`src/rtl/core_pkg.sv`:
```
// ----------------------------------------------------------------------------
// core_pkg
// Shared types and constants for the register-file write-back path.
//   DATA_W / REG_N / ADDR_W : result width, register count, index width
//   wb_src_t                : identifies a write-back producer (ALU or MAC)
//   wb_req_t                : one pending result (destination + data)
//   other_src()             : the producer that is not the argument
// ----------------------------------------------------------------------------
package core_pkg;

   localparam int DATA_W = 128;
   localparam int REG_N  = 32;
   localparam int ADDR_W = 5;

   typedef enum logic {
      SRC_ALU = 1'b0,
      SRC_MAC = 1'b1
   } wb_src_t;

   typedef struct packed {
      logic [ADDR_W-1:0] rd;
      logic [DATA_W-1:0] data;
   } wb_req_t;

   function automatic wb_src_t other_src(input wb_src_t s);
      return (s == SRC_ALU) ? SRC_MAC : SRC_ALU;
   endfunction

endpackage

```
`src/rtl/rr_arbiter2.sv`:
```
// ----------------------------------------------------------------------------
// rr_arbiter2
// Two-requester round-robin arbiter. Requester 0 is the ALU, requester 1 the
// MAC. Grants are combinational from the requests and the priority pointer.
// The pointer moves only when a grant is issued, so an idle cycle never
// changes who wins the next tie.
//   clk    : clock
//   rst    : asynchronous active-high reset (pointer favours the ALU)
//   req_i  : request per requester
//   gnt_o  : one-hot (or zero) grant, same cycle as req_i
// ----------------------------------------------------------------------------
module rr_arbiter2
   import core_pkg::*;
(
   input  logic       clk,
   input  logic       rst,
   input  logic [1:0] req_i,
   output logic [1:0] gnt_o
);

   // Source that wins the next tie.
   wb_src_t prio_q, prio_d;

   always_comb begin
      gnt_o  = 2'b00;
      prio_d = prio_q;
      case (req_i)
         2'b01:   gnt_o = 2'b01;
         2'b10:   gnt_o = 2'b10;
         2'b11:   gnt_o = (prio_q == SRC_ALU) ? 2'b01 : 2'b10;
         default: gnt_o = 2'b00;
      endcase
      // Whoever was just granted goes to the back of the line.
      if (gnt_o[0])      prio_d = other_src(SRC_ALU);
      else if (gnt_o[1]) prio_d = other_src(SRC_MAC);
   end

   always_ff @(posedge clk or posedge rst) begin
      if (rst) prio_q <= SRC_ALU;
      else     prio_q <= prio_d;
   end

endmodule

```
`src/rtl/wb_arbiter_scoreboard.sv`:
```
// ----------------------------------------------------------------------------
// wb_arbiter_scoreboard
// Write-back arbiter and busy scoreboard for the 32 x 128-bit register file.
// Accepts results from the vector ALU and the MAC unit, grants at most one per
// cycle (round-robin on ties) and presents one registered write per cycle.
// A per-register busy bit is set when an instruction issues with that
// destination and cleared at the edge the register file captures its result.
//   clk, reset                   : clock, asynchronous active-high reset
//   alu_valid/ready/rd/data      : ALU result handshake
//   mac_valid/ready/rd/data      : MAC result handshake
//   issue_valid, issue_rd        : destination of the instruction issuing now
//   chk_rs1, chk_rs2, chk_rd     : hazard query indices
//   hazard                       : any queried register is busy
//   busy_vec                     : scoreboard bits (bit 0 always 0)
//   reg_write/write_reg/write_data : registered register-file write port
// ----------------------------------------------------------------------------
module wb_arbiter_scoreboard
   import core_pkg::*;
(
   input  logic              clk,
   input  logic              reset,
   input  logic              alu_valid,
   output logic              alu_ready,
   input  logic [ADDR_W-1:0] alu_rd,
   input  logic [DATA_W-1:0] alu_data,
   input  logic              mac_valid,
   output logic              mac_ready,
   input  logic [ADDR_W-1:0] mac_rd,
   input  logic [DATA_W-1:0] mac_data,
   input  logic              issue_valid,
   input  logic [ADDR_W-1:0] issue_rd,
   input  logic [ADDR_W-1:0] chk_rs1,
   input  logic [ADDR_W-1:0] chk_rs2,
   input  logic [ADDR_W-1:0] chk_rd,
   output logic              hazard,
   output logic [REG_N-1:0]  busy_vec,
   output logic              reg_write,
   output logic [ADDR_W-1:0] write_reg,
   output logic [DATA_W-1:0] write_data
);

   logic [1:0] gnt;
   wb_req_t    alu_req, mac_req, sel_req;

   logic              wr_q, wr_d;
   logic [ADDR_W-1:0] wreg_q, wreg_d;
   logic [DATA_W-1:0] wdata_q, wdata_d;
   logic [REG_N-1:0]  busy_q, busy_d;

   rr_arbiter2 u_arb (
      .clk   (clk),
      .rst   (reset),
      .req_i ({mac_valid, alu_valid}),
      .gnt_o (gnt)
   );

   assign alu_ready = gnt[0];
   assign mac_ready = gnt[1];

   assign alu_req = '{rd: alu_rd, data: alu_data};
   assign mac_req = '{rd: mac_rd, data: mac_data};
   assign sel_req = gnt[1] ? mac_req : alu_req;

   // Output register. A transfer to x0 completes the handshake but never
   // reaches the register file.
   always_comb begin
      wr_d    = 1'b0;
      wreg_d  = wreg_q;
      wdata_d = wdata_q;
      if ((|gnt) && (sel_req.rd != '0)) begin
         wr_d    = 1'b1;
         wreg_d  = sel_req.rd;
         wdata_d = sel_req.data;
      end
   end

   // Scoreboard. Clear first, then set, so a same-edge issue to the register
   // being written leaves it busy for the newer instruction.
   always_comb begin
      busy_d = busy_q;
      if (wr_q)
         busy_d[wreg_q] = 1'b0;
      if (issue_valid && (issue_rd != '0))
         busy_d[issue_rd] = 1'b1;
      busy_d[0] = 1'b0;
   end

   always_ff @(posedge clk or posedge reset) begin
      if (reset) begin
         wr_q    <= 1'b0;
         wreg_q  <= '0;
         wdata_q <= '0;
         busy_q  <= '0;
      end else begin
         wr_q    <= wr_d;
         wreg_q  <= wreg_d;
         wdata_q <= wdata_d;
         busy_q  <= busy_d;
      end
   end

   // No bypass: a reader waits for busy to drop and reads the register file.
   assign hazard     = busy_q[chk_rs1] | busy_q[chk_rs2] | busy_q[chk_rd];
   assign busy_vec   = busy_q;
   assign reg_write  = wr_q;
   assign write_reg  = wreg_q;
   assign write_data = wdata_q;

endmodule

```
`config.mk`:
```
export PLATFORM = sky130hd
export DESIGN_NAME = wb_arbiter_scoreboard
export DESIGN_NICKNAME = d
export VERILOG_FILES = /design/src/rtl/core_pkg.sv /design/src/rtl/rr_arbiter2.sv /design/src/rtl/wb_arbiter_scoreboard.sv
export SDC_FILE = /design/constraint.sdc
export NUM_CORES = 1
export LEC_CHECK = 0
export ABC_AREA = 1
export CAP_MARGIN = 5
export CORE_AREA = 4 4 174 176
export CTS_BUF_LIST = sky130_fd_sc_hd__clkbuf_2
export DETAILED_ROUTE_END_ITERATION = 12
export DIE_AREA = 0 0 178 180
export PLACE_DENSITY = 0.77
export SLEW_MARGIN = 20
export SYNTH_ARGS = -nofsm -noshare
export SYNTH_HDL_FRONTEND = slang
export SYNTH_SLANG_ARGS = --single-unit
```
`constraint.sdc`:
```
create_clock -name clk -period 14.7 [get_ports clk]
set_clock_uncertainty 0.05 [all_clocks]
set_input_delay 2.205 -clock clk [delete_from_list [all_inputs] [get_ports clk]]
set_output_delay 2.205 -clock clk [all_outputs]
set_load 0.01 [all_outputs]
```
# Word-level counts from Yosys, hierarchy flattened
# Cells that the tools add are included.
# Widths: inputs -> output; s select.
[totals]
ramBits = 0
out_inout_bits = 169
word_cells = 46
romBits = 0
n_memories = 0
register_bits = 166
latchBits = 0
[op_classes]
div_mod_pow = 0
multipliers = 0
shift = 0
n_reduce_logical = 8
add_sub_neg = 0
n_mux = 18
bitwise = 5
n_eq_ne = 3
order_cmp = 7
[ops]
columns = ["cell", "n"]
rows = [
  ["$mux 133", 1],
  ["$mux 32", 2],
  ["$and 32x32->32", 1],
  ["$not 32->32", 1],
  ["$or 32x32->32", 1],
  ["$lt 5x6->1 const B", 5],
  ["$bmux 1 s5", 3],
  ["$demux 1 s5", 2],
  ["$ge 5x1->1 const B", 2],
  ["$reduce_bool 5->1", 2],
  ["$mux 1", 8],
  ["$pmux 2 s3", 1],
  ["$eq 2x2->1 const B", 2],
  ["$logic_and 1x1->1", 4],
  ["$eq 2x1->1 const B", 1],
  ["$mux 2", 1],
  ["$or 1x1->1", 2],
  ["$reduce_bool 2->1", 1],
  ["$reduce_or 2->1", 1],
]

# Depth between registers and ports, before layout
[depth]
word_depth = 9
mapped_depth = 13
ltp_nobuf = 10

# By module
# From an unflattened synthesis, not the netlist that was laid out.
[unflattened]
cells_unflattened = 1114
area_unflattened_um2 = 9002.4
[modules_own_cells]
columns = ["mod", "n_inst", "area_per_inst_um2", "seq_area_each_um2", "cells_per_inst"]
rows = [
  ["wb_arbiter_scoreboard", 1, 8927.3, 4129.0, 1101],
  ["rr_arbiter2", 1, 75.1, 25.0, 13],
]

# Worst setup path before layout
# OpenSTA, ideal clock, no wires.
[synth_path]
path_kind = "input -> output"
start = "input chk_rs2[0]"
end = "output hazard"
slack_ns = 9.160
stages = 11
path_buffers = 2
t_arrival_ns = 3.285
cell_sequence = "clkbuf_1 > inv_1 > clkbuf_1 > nand2_1 > nand3_1 > nand3_1 > nand2_1 > nand2_1 > nand3_1 > nand2_1 > nand3_1"
[synth_via]
elab_chain_cells = 4
[synth_rtl]
columns = ["element", "line", "text"]
rows = [
  ["start, declared", "wb_arbiter_scoreboard.sv:33", "input logic [ADDR_W-1:0] chk_rs2,"],
  ["$bmux 1 s5", "wb_arbiter_scoreboard.sv:103", "assign hazard = busy_q[chk_rs1] | busy_q[chk_rs2] | busy_q[chk_rd];"],
  ["$mux 1 (not written as such)", "wb_arbiter_scoreboard.sv:103", ""],
  ["$or 1x1->1 (2 in a row)", "wb_arbiter_scoreboard.sv:103", ""],
  ["end, declared", "wb_arbiter_scoreboard.sv:35", "output logic hazard,"],
]
# No other way between the ends. The select of a mux whose other input is x is not followed.

# Final worst setup path
# Ends and elaborated chain as after synthesis.

==> results.md <==
- Syn_area_per_cell: 6.57 um^2
- Grt total ovfl: 0
- Largest net degree at the start of global routing: between 90 and 100
- Design Area, Final: about 14,000 um^2
- Max_slew headroom: 0.369
- Initial antenna violation count: 2
- Drt drc: 0
- GR Util All Layers: 0.222
- Die area: roughly 32,000 um^2
- Post-CTS Hold Buffers: 0
- Post-route ant nets: 0
- Htree depth: 4
- CP startpoint kind: input pin
- Syn_nets: 1,659
- Commonest cells post-synth: nand2_1 (889), dfrtp_1 (166), nand3_1 (99)
- Outcome: finished clean
- Yosys top cell area share: 0.462
- Area of the core: 28,600 um^2
- Initial drt markers: between 700 and 800
- Placed cell area: 13,800 um^2
- Syn. warnings: 0
- Synth area leaders: dfrtp_1 (46%), nand2_1 (37%), nand3_1 (5.5%), o21ai_0 (3.8%), inv_1 (2.1%)
- Top-count cell post-synth: nand2_1
- Clock sink count: around 170
- CTS Root Cell: clkbuf_2
- Max Cap Violations: 0
- CP Max Fanout: 17
- Number of flops mapped to enable cells by yosys: 0
- Chip width: roughly 180 um
- Die Ht: 180 um
- Final period utilization: 0.474
- CP Capture Type: output pin
- Yosys cell types: 21
- Clk pin slew, worst setup/hold paths: 0.22 ns
- Share of layout cells above drive strength 1: 0.0251
- Final hold viol count: 0
- Final core utilization: 0.490
- Syn Inst Count: between 1,000 and 1,500
- Leakage: slightly above 7 nW
- Initial core utilization: 0.314
- Worst Slack Setup Final: 7.74 ns
- P&R area growth vs syn: 55.9%
- Std-Cell Rows: 62
- Io pins: 460
- Pins Over Slew Limit: 0
- Synthesized flop and latch total: 166
- Worst-Skew Late Latency: approximately 0.70 ns
- Final #Nets: just over 2,000
- Via count: 10,300
- Ys async rst share: 1.00
- Post-synthesis cell area: ~9000 um^2
- Main synth FF type: dfrtp_1
- R2R Setup Slk: 10.40 ns
- FILL cells: 2,800
- Final Setup Violations: 0
- Setup_tns: 0 ns
- IO buf count: 458
- FMAX: 144 MHz
- Max reg flops: roughly 130
- Setup bufs post-CTS: 0
- Routed length per instance: 17.0 um
- DP Wirelength: roughly 29 mm
- CTS tree: yes
- WL final: 37.1 mm
- CP Class: input pin to output pin
- Worst slew pin tran: 0.946 ns
- Power density over the cells: 108 nW/um^2
- Library cell with the largest summed area after synthesis: dfrtp_1
- VDD IR max: 0.0000574 V
- Num CTS Buffers: 17
- Critical Path AT: 4.71 ns
- Req. time, crit path: 12.44 ns
- 1st-pass router iterations: 6
- First-pass GRT wire length: between 50 and 60 mm
- Min Clock Period, post-route: 6.96 ns
- Vias in the first global route: between 9,000 and 10,000
- Seq/Total Area, Yosys: 0.462
- Hold crit path type: flip-flop to flip-flop
- RSZ-0062 raised after global routing: false
- GP Congestion: 0.887
- CTS resizes: 0
- CTS max path bufs: 2
- Worst slack, placed: between 7 and 8 ns
- Routed vias/inst: 4.71
[metal layers]
metal	GRT usage	vias to the layer above	share of wire
met4	0.0650	2	0.026
met1	0.287	4724	0.41
met5	0	-	0.00054
met2	0.374	458	0.49
met3	0.0487	62	0.080
li1	-	5013	-
[path summary, 6_finish.rpt]
kind	end	start	depth (start not counted)
max	hazard	chk_rs2[0]	10
min	write_data[5]$_DFFE_PP0P_	write_data[5]$_DFFE_PP0P_	2
max reg2reg	write_data[84]$_DFFE_PP0P_	u_arb.prio_q$_DFFE_PP0P_	12
min reg2reg	write_data[5]$_DFFE_PP0P_	write_data[5]$_DFFE_PP0P_	2
max in group asynchronous	write_data[103]$_DFFE_PP0P_	reset	3
min in group asynchronous	write_data[74]$_DFFE_PP0P_	reset	2
[worst max-delay path, stage by stage]
cell and delay [ns]:
clkdlybuf4s50_1 0.89, inv_1 0.41, nand2_1 0.15, nand3_1 0.08, nand3_1 0.10, nand3_1 0.08
nand3_1 0.08, nand2_1 0.07, nand3_1 0.10, clkdlybuf4s50_1 0.54
[cells in the final DEF, fill, tap and decap left out, drive strengths merged, types with 4 or more instances in the layout]
master and count:
nand2 890, clkdlybuf4s50 458, dfrtp 166, nand3 99, o21ai 75, inv 60
clkbuf 18, nor2 8, buf 6, clkinv 4
[cells by family (layout without fill, tap and decap cells)]
family	Yosys count	in the layout	synth area share
flip-flops	166	166	0.462
other	1	2	0.000417
AO/OA/AOI/OAI	78	78	0.0445
buffers and inverters	124	548	0.0611
AND/OR/NAND/NOR	999	999	0.432
[final cells by class]
type	instances	area (um^2)	area share
repair buffers	464	4630	0.330
multi-input cells	1078	4300	0.307
flip-flops and latches	166	4150	0.296
well taps	384	480	0.0343
inverters	52	205	0.0146
clock inverters	14	159	0.0113
clock buffers	18	90.1	0.00643
diodes	1	2.50	0.000178
[power by group]
group          switching (W)  internal, W  total, W
Combinational       0.000292     0.000304  0.000596
Sequential          0.000126     0.000546  0.000672
Clock               0.000182    0.0000706  0.000253
Total               0.000600     0.000920   0.00152
[per-stage QoR]
step,total power [W],hold slack (ns),instances
2_1_floorplan,0.000879,0.461,1368
3_3_place_gp,0.00127,0.411,2144
3_5_place_dp,0.00127,0.414,2144
4_1_cts,0.00153,0.468,2176
5_1_grt,0.00162,0.477,2177
6_report,0.00152,0.461,2177
Power figures use the tool's default switching activity.
